**src/rtl/instr_fetch_unit_if.sv**
```systemverilog
// Signal bundle between the fetch unit, the instruction ROM, branch resolution and decode.
// The master modport is the fetch unit's side; the slave modport is the surrounding pipeline's side.
interface instr_fetch_unit_if;
  logic [31:0] imem_addr;
  logic [31:0] imem_data;
  logic        redirect_valid;
  logic [31:0] redirect_pc;
  logic        out_valid;
  logic [31:0] out_instr;
  logic [31:0] out_pc;
  logic        out_ready;

  modport master (
    output imem_addr,
    input  imem_data,
    input  redirect_valid,
    input  redirect_pc,
    output out_valid,
    output out_instr,
    output out_pc,
    input  out_ready
  );

  modport slave (
    input  imem_addr,
    output imem_data,
    output redirect_valid,
    output redirect_pc,
    input  out_valid,
    input  out_instr,
    input  out_pc,
    output out_ready
  );
endinterface

```
**src/rtl/instr_fetch_unit.sv**
```systemverilog
// Fetch stage: PC register driving a combinational ROM, plus a small {pc, instr} prefetch FIFO toward decode.
// Optional IFU_PERF_EN adds free-running perf_fetched / perf_stalls counters.
module instr_fetch_unit #(
  parameter logic [31:0] RESET_PC   = 32'h0000_0000,
  parameter int          FIFO_DEPTH = 2
) (
  input  logic                   clk,
  input  logic                   reset_n,
  instr_fetch_unit_if.master     bus
`ifdef IFU_PERF_EN
  ,
  output logic [31:0]            perf_fetched,
  output logic [31:0]            perf_stalls
`endif
);
  localparam int            PW      = $clog2(FIFO_DEPTH);
  localparam logic [PW:0]   DEPTH_C = (PW + 1)'(FIFO_DEPTH);

  logic [31:0]   r_pc;
  logic [31:0]   r_fifo_pc    [FIFO_DEPTH];
  logic [31:0]   r_fifo_instr [FIFO_DEPTH];
  logic [PW-1:0] r_wr_ptr;
  logic [PW-1:0] r_rd_ptr;
  logic [PW:0]   r_count;

  logic w_valid;
  logic w_full;
  logic w_pop;
  logic w_push;

  assign w_valid = (r_count != '0);
  assign w_full  = (r_count == DEPTH_C);
  assign w_pop   = w_valid & bus.out_ready;
  // A pop frees a slot in the same cycle, so a full FIFO can still fetch.
  assign w_push  = ~bus.redirect_valid & (~w_full | w_pop);

  assign bus.imem_addr = r_pc;
  assign bus.out_valid = w_valid;
  assign bus.out_instr = r_fifo_instr[r_rd_ptr];
  assign bus.out_pc    = r_fifo_pc[r_rd_ptr];

  always_ff @(posedge clk or negedge reset_n) begin
    if (!reset_n) begin
      r_pc     <= RESET_PC;
      r_wr_ptr <= '0;
      r_rd_ptr <= '0;
      r_count  <= '0;
      for (int i = 0; i < FIFO_DEPTH; i++) begin
        r_fifo_pc[i]    <= '0;
        r_fifo_instr[i] <= '0;
      end
    end else if (bus.redirect_valid) begin
      // Flush wins over any pop this cycle; decode already holds the popped word.
      r_pc     <= {bus.redirect_pc[31:2], 2'b00};
      r_wr_ptr <= '0;
      r_rd_ptr <= '0;
      r_count  <= '0;
    end else begin
      if (w_push) begin
        r_fifo_pc[r_wr_ptr]    <= r_pc;
        r_fifo_instr[r_wr_ptr] <= bus.imem_data;
        r_wr_ptr               <= r_wr_ptr + 1'b1;
        r_pc                   <= r_pc + 32'd4;
      end
      if (w_pop) begin
        r_rd_ptr <= r_rd_ptr + 1'b1;
      end
      case ({w_push, w_pop})
        2'b10:   r_count <= r_count + 1'b1;
        2'b01:   r_count <= r_count - 1'b1;
        default: r_count <= r_count;
      endcase
    end
  end

`ifdef IFU_PERF_EN
  logic [31:0] r_perf_fetched;
  logic [31:0] r_perf_stalls;

  always_ff @(posedge clk or negedge reset_n) begin
    if (!reset_n) begin
      r_perf_fetched <= '0;
      r_perf_stalls  <= '0;
    end else begin
      if (w_push) begin
        r_perf_fetched <= r_perf_fetched + 32'd1;
      end
      if (w_full & ~w_pop & ~bus.redirect_valid) begin
        r_perf_stalls <= r_perf_stalls + 32'd1;
      end
    end
  end

  assign perf_fetched = r_perf_fetched;
  assign perf_stalls  = r_perf_stalls;
`endif
endmodule

```
**src/flat_wrapper.sv**
```systemverilog
// flat-port wrapper written by rule: the top's interface ports become plain ports
module instr_fetch_unit_flat 
#(
  parameter logic [31:0] RESET_PC   = 32'h0000_0000,
  parameter int          FIFO_DEPTH = 2
)
  (clk, reset_n, bus_imem_addr, bus_imem_data, bus_redirect_valid, bus_redirect_pc, bus_out_valid, bus_out_instr, bus_out_pc, bus_out_ready);
  instr_fetch_unit_if bus_i ();
  input  logic clk;
  input  logic reset_n;
  output wire logic [$bits(bus_i.imem_addr)-1:0] bus_imem_addr;
  input wire logic [$bits(bus_i.imem_data)-1:0] bus_imem_data;
  input wire logic [$bits(bus_i.redirect_valid)-1:0] bus_redirect_valid;
  input wire logic [$bits(bus_i.redirect_pc)-1:0] bus_redirect_pc;
  output wire logic [$bits(bus_i.out_valid)-1:0] bus_out_valid;
  output wire logic [$bits(bus_i.out_instr)-1:0] bus_out_instr;
  output wire logic [$bits(bus_i.out_pc)-1:0] bus_out_pc;
  input wire logic [$bits(bus_i.out_ready)-1:0] bus_out_ready;
  assign bus_imem_addr = bus_i.imem_addr;
  assign bus_i.imem_data = bus_imem_data;
  assign bus_i.redirect_valid = bus_redirect_valid;
  assign bus_i.redirect_pc = bus_redirect_pc;
  assign bus_out_valid = bus_i.out_valid;
  assign bus_out_instr = bus_i.out_instr;
  assign bus_out_pc = bus_i.out_pc;
  assign bus_i.out_ready = bus_out_ready;
  instr_fetch_unit #(.RESET_PC(RESET_PC), .FIFO_DEPTH(FIFO_DEPTH)) u_core (.clk(clk), .reset_n(reset_n), .bus(bus_i));
endmodule
```
**config.mk**
```make
export PLATFORM = sky130hd
export DESIGN_NAME = instr_fetch_unit_flat
export DESIGN_NICKNAME = d
export VERILOG_FILES = /design/src/rtl/instr_fetch_unit_if.sv /design/src/rtl/instr_fetch_unit.sv /design/src/flat_wrapper.sv
export SDC_FILE = /design/constraint.sdc
export NUM_CORES = 1
export LEC_CHECK = 0
export CAP_MARGIN = 20
export CORE_AREA = 4 4 150 152
export DETAILED_ROUTE_END_ITERATION = 12
export DIE_AREA = 0 0 154 156
export PLACE_DENSITY = 0.59
export SLEW_MARGIN = 20
export SYNTH_ARGS = -nofsm -noshare
export SYNTH_HDL_FRONTEND = slang
export SYNTH_SLANG_ARGS = --single-unit
```
**constraint.sdc**
```tcl
create_clock -name clk -period 1.8 [get_ports clk]
set_clock_uncertainty 0.1 [all_clocks]
set_input_delay 0.36 -clock clk [delete_from_list [all_inputs] [get_ports clk]]
set_output_delay 0.36 -clock clk [all_outputs]
set_load 0.02 [all_outputs]
```
Word level (Yosys, flattened, before mapping)
Index checks and enable logic that the tools add are counted.
W data, S select, Z words.
- bits in registers: 164
- bits of input ports: 68
- $add $sub $neg: 5
- magnitude comparators: 3
- eq/ne operators: 3
- multiplexer cells: 18
- bitwise operators: 7
- reductions and logical operators: 6
- operators with widths (cell ; count):
    $mux W32 ; 9
    $bwmux W64 ; 2
    $add A32 B3 Y32 const B ; 1
    $demux W32 S1 ; 1
    $reduce_bool A2 Y1 ; 3
    $eq A2 B2 Y1 const B ; 2
    $ge A2 B2 Y1 const B ; 2
    $mux W1 ; 4
    $not A1 Y2 ; 2
    $pmux W2 S2 ; 1
    $reduce_bool A3 Y1 ; 1
    $add A1 B1 Y1 const B ; 2
    $add A2 B1 Y2 const B ; 1
    $and A1 B1 Y1 ; 2
    $eq A2 B1 Y1 const B ; 1
    $lt A2 B1 Y1 const B ; 1
    $mux W2 ; 1
    $not A1 Y1 ; 2
    $reduce_and A2 Y1 ; 1
    $sub A2 B1 Y2 const B ; 1
    $logic_and A1 B1 Y1 ; 1
    $or A1 B1 Y1 ; 1

Depth between registers and ports, before layout
- depth after elaboration: 7
- gate-level depth with buffers: 7
- gate-level depth less buffers: 5

Worst setup path before layout
No wires, ideal clock.
- kind: flip-flop to flip-flop
- start point: reg u_core.r_pc[4] (netlist: u_core.bus.imem_addr[4])
- end point: reg u_core.r_pc[21] (netlist: u_core.bus.imem_addr[21])
- library setup time: 125 ps
- data arrival time: 1770 ps
- setup slack: -195 ps
- cell stages (with the launch flop): 6
- path buffers: 0
- clock period less this slack: 1995 ps
- path through: dfrtp_1 > nand4_1 > or3_1 > nor4_2 > xor2_1 > mux2_2
- longest elaborated chain between the ends: 3
- ends and longest elaborated chain (item ; line ; source):
    from (decl) ; instr_fetch_unit.sv:19 ; logic [31:0] r_pc;
    from (signal assigned) ; instr_fetch_unit.sv:54 ; r_pc <= {bus.redirect_pc[31:2], 2'b00};
    from (signal assigned) ; instr_fetch_unit.sv:63 ; r_pc <= r_pc + 32'd4;
    $add A32 B3 Y32 ; instr_fetch_unit.sv:63 ;
    $mux W32 ; instr_fetch_unit.sv:59 ; if (w_push) begin
    $mux W32 ; instr_fetch_unit.sv:52 ; end else if (bus.redirect_valid) begin
Every way passes these cells. The select of a mux whose other input is x is not followed.
A chain may end at the register's enable or synchronous reset.

Worst setup path in the final report
- start point: reg u_core.r_rd_ptr
- end point: out bus_out_instr[1]
- longest elaborated chain between the ends: 4
- ends and longest elaborated chain (item ; line ; source):
    from (decl) ; instr_fetch_unit.sv:23 ; logic [PW-1:0] r_rd_ptr;
    from (signal assigned) ; instr_fetch_unit.sv:66 ; r_rd_ptr <= r_rd_ptr + 1'b1;
    $not A1 Y2 (not written as such) ; instr_fetch_unit.sv:39 ; assign bus.out_instr = r_fifo_instr[r_rd_ptr];
    $mux W32 (not written as such) (3 in a row) ; instr_fetch_unit.sv:39 ;
    to (decl) ; flat_wrapper.sv:16 ; output wire logic [$bits(bus_i.out_instr)-1:0] bus_out_instr;
Every way passes these cells. The select of a mux whose other input is x is not followed.

==> reports/metrics.csv <==
stage,metric,value,unit
global_routing,initial antenna violation count,0,
job,Max Cap Viol,0,
finish,"most common cell after layout, fill and taps aside",dfrtp_1,
sta,pins over their slew limit,0,
worst_setup_path,reg2reg end,u_core.r_fifo_pc[2],
min_path,Hold Path Class,input port to async pin,
routing,Post-DRT Antenna Nets,0,
cts,Root Buffer,clkbuf_16,
power_and_ir_drop,maximum vdd ir drop,0.674,mV
worst_setup_path,Max stage delay on crit path,0.47,ns
logic_synthesis,Mapped Cells,545,
floorplan,die width,154,um
global_routing,vias in the first global route,5591,
cts,total CTS buffers,17,
cts,H-Tree Level Count,4,
logic_synthesis,top_reg_cell synth,dfrtp_1,
worst_setup_path,crit end category,primary output,
worst_setup_path,Levels on crit path,4,
worst_setup_path,Crit. Startpoint,u_core.r_rd_ptr,
finish,Synth-to-Final Area Change,56.0,%
routing,# DRC,0,
floorplan,# rows,53,
cts,clk buf depth,2,
finish,most frequent cells in the layout,"dfrtp_1, mux2_4, mux2_2",
floorplan,IO Count,165,
worst_setup_path,CP Max Fanout,5,
finish,Layout Nets,848,
floorplan,Initial Util,0.346,
logic_synthesis,average size of a mapped cell,13.3,sq um
sta,post-route minimum period,2.11,ns
finish,area of the multi-input gates,3670,sq um
finish,sequential cell area,3970,sq um
power_and_ir_drop,PD cells,1160,nW/um^2
finish,post-route insts no fill,1067,
global_routing,met1 usage,0.228,
finish,share of layout cells above drive strength 1,0.528,
routing,Via density,4.87,
sta,setup slack after layout,-0.312,ns
worst_setup_path,Worst Path Required,1.34,ns
sta,Fin. Hold Viols,0,
logic_synthesis,Post-synth EDFFs,0,
worst_setup_path,FF-to-FF setup slack,-0.09,ns
worst_setup_path,CP arrival,1.65,ns
logic_synthesis,ys async rst share,1.00,
place,Post-DP HPWL,12.8,mm
global_routing,Tot GR Track Use,0.165,
global_routing,M3 GR Usage,0.0383,
worst_setup_path,CP dominant cell by count,buf_6,
routing,DRT Pass-1 Iters,4,
logic_synthesis,Area contributors post-synth,"dfrtp_1, mux2_2, xor2_1",
logic_synthesis,post-synth top area share,0.544,
global_routing,gr ovfl total,0,
sta,RSZ-0062 raised after global routing,yes,
place,GPL Wtd Cong,0.786,
logic_synthesis,post-synthesis sequential area ratio,0.544,
place,# placed instances,996,
floorplan,die area,24000,sq um
worst_setup_path,slowest CP cell,dfrtp_2,
global_routing,busiest grt layer,met2,
routing,DR WL/cell,19.9,um
cts,CTS tree,yes,
finish,fillers,1716,
worst_setup_path,kind of cell adding the most delay to the critical path,flip-flops,
worst_setup_path,startpoint types,register,
cts,clk_lat worst skew,0.42,ns
run_status,failing checks,setup timing,
routing,vias post-DR,5201,
finish,final core occ,0.539,
worst_setup_path,crit-path cells,"buf_6, clkbuf_16, mux2_4, buf_6",
run_status,status,"complete, but fails checks",
logic_synthesis,synthesized cell area,7260,sq um
worst_setup_path,worst reg2reg path startpoint,u_core.r_count[0],
logic_synthesis,Seq cells post-synth,158,
power_and_ir_drop,Leak,0.00504,uW
worst_setup_path,Critical Path End,bus_out_instr[1],
sta,fmax,473,MHz
cts,clock sinks,158,
global_routing,met2 usage,0.267,
floorplan,Core Region,21000,sq um
global_routing,largest net degree at the start of global routing,44,
routing,final WL,21.2,mm
place,Port Buffer Count,158,
worst_setup_path,CP bufs+invs,3,
finish,post-route cell area,11300,sq um
logic_synthesis,Synth cell types,43,
global_routing,global-route wire length before repair,31.3,mm
logic_synthesis,Yosys warnings,0,
sta,period utilization,1.17,
cts,CTS clock-pin slew for the worst setup and hold paths,0.06,ns
power_and_ir_drop,Power Total,13200,uW
routing,initial drt markers,308,
floorplan,Die Y,156,um
worst_setup_path,kind of critical path,register to primary output,
worst_setup_path,R2R depth,6,
sta,final setup violation count,163,
place,Post-DP Area,9560,sq um
sta,WHS,0.298,ns
logic_synthesis,"area leader, netlist",dfrtp_1,
finish,Ant. Diodes,0,
[repair_timing]
action | in CTS | in global routing
setup buffers | 15 | 11
hold endpoints to repair | 31 | 0
pin swaps | 15 | 11
hold buffers | 1 | 0
resized for setup | 419 | 167
gates cloned | 12 | 9
endpoints found under the setup margin | 175 | 219
[layer usage]
metal | up-vias | share of wire
met4 | 0 | 0.0088
met2 | 127 | 0.47
met1 | 2669 | 0.48
li1 | 2390 | -
met5 | - | 0
met3 | 15 | 0.041
[worst reg2reg max path: stages, from the launching register on]
cell,delay [ns]
dfrtp_1,0.40
or3b_4,0.40
buf_6,0.12
and3_4,0.16
buf_12,0.16
buf_12,0.15
mux2_4,0.29
[kinds of logic (layout without fill, tap and decap cells)]
group | count (synthesis) | after routing | share of synthesized area
muxes | 189 | 189 | 0.293
DFF | 158 | 158 | 0.544
and+or+nand+nor | 98 | 98 | 0.0741
buffers and inverters | 37 | 281 | 0.0293
AOI/OAI and AO/OA | 34 | 34 | 0.0248
xor gates and xnor gates | 27 | 27 | 0.0326
adders and majority gates | 1 | 1 | 0.00172
other | 1 | 4 | 0.000516
[state kept, by name (all words and copies together) (netlist names)]
name / cells
u_core.r_rd_ptr: 1
u_core.r_count: 2
u_core.bus.imem_addr: 30
u_core.r_wr_ptr: 1
u_core.r_fifo_instr: 64
u_core.r_fifo_pc: 60
[area by class of cell]
| type | instances | share of cell area |
|---|---|---|
| sequential | 158 | 0.351 |
| multi-input combinational | 353 | 0.324 |
| timing repair buffer | 247 | 0.242 |
| clock buffer | 19 | 0.0391 |
| tap | 275 | 0.0304 |
| clock inverter | 13 | 0.0136 |
| inverter | 2 | 0.000663 |
[worst min-delay path by stage]
stage                        from                        to  cells past startpoint
after floorplan           reset_n  u_core.bus.imem_addr[10]                      0
after global placement    reset_n   u_core.r_fifo_instr[30]                      1
after detailed placement  reset_n   u_core.r_fifo_instr[30]                      1
after CTS                 reset_n   u_core.r_fifo_instr[30]                      2
after global routing      reset_n       u_core.r_fifo_pc[5]                      2
final                     reset_n       u_core.r_fifo_pc[6]                      2
[stage by stage]
step | setup slack, ns | TNS, ns
2_1_floorplan | -0.0359 | -1.41
3_3_place_gp | -0.618 | -85.99
3_5_place_dp | -0.669 | -91.71
4_1_cts | -0.338 | -22.44
5_1_grt | -0.356 | -30.53
6_report | -0.312 | -21.39
[synthesized netlist by cell type, types with 2 or more instances]
cell type / n
mux2_2: 182
mux2_1: 6
or3_1: 5
nand4_1: 6
and3_1: 10
nand3_1: 12
buf_4: 5
dfrtp_1: 158
o21ai_0: 26
buf_6: 6
a31oi_1: 4
buf_2: 8
nor2b_1: 2
nor2_1: 11
nor3_1: 3
nand2_1: 34
clkbuf_1: 8
xnor2_1: 10
buf_1: 8
xor2_1: 17
and2_1: 2
[power breakdown]
group | internal, uW | switching, uW | total [uW]
logic | 2730 | 1940 | 4670
registers | 4360 | 486 | 4840
clock network | 2110 | 1530 | 3650
total | 9200 | 3970 | 13200
(Power assumes the default switching activity.)
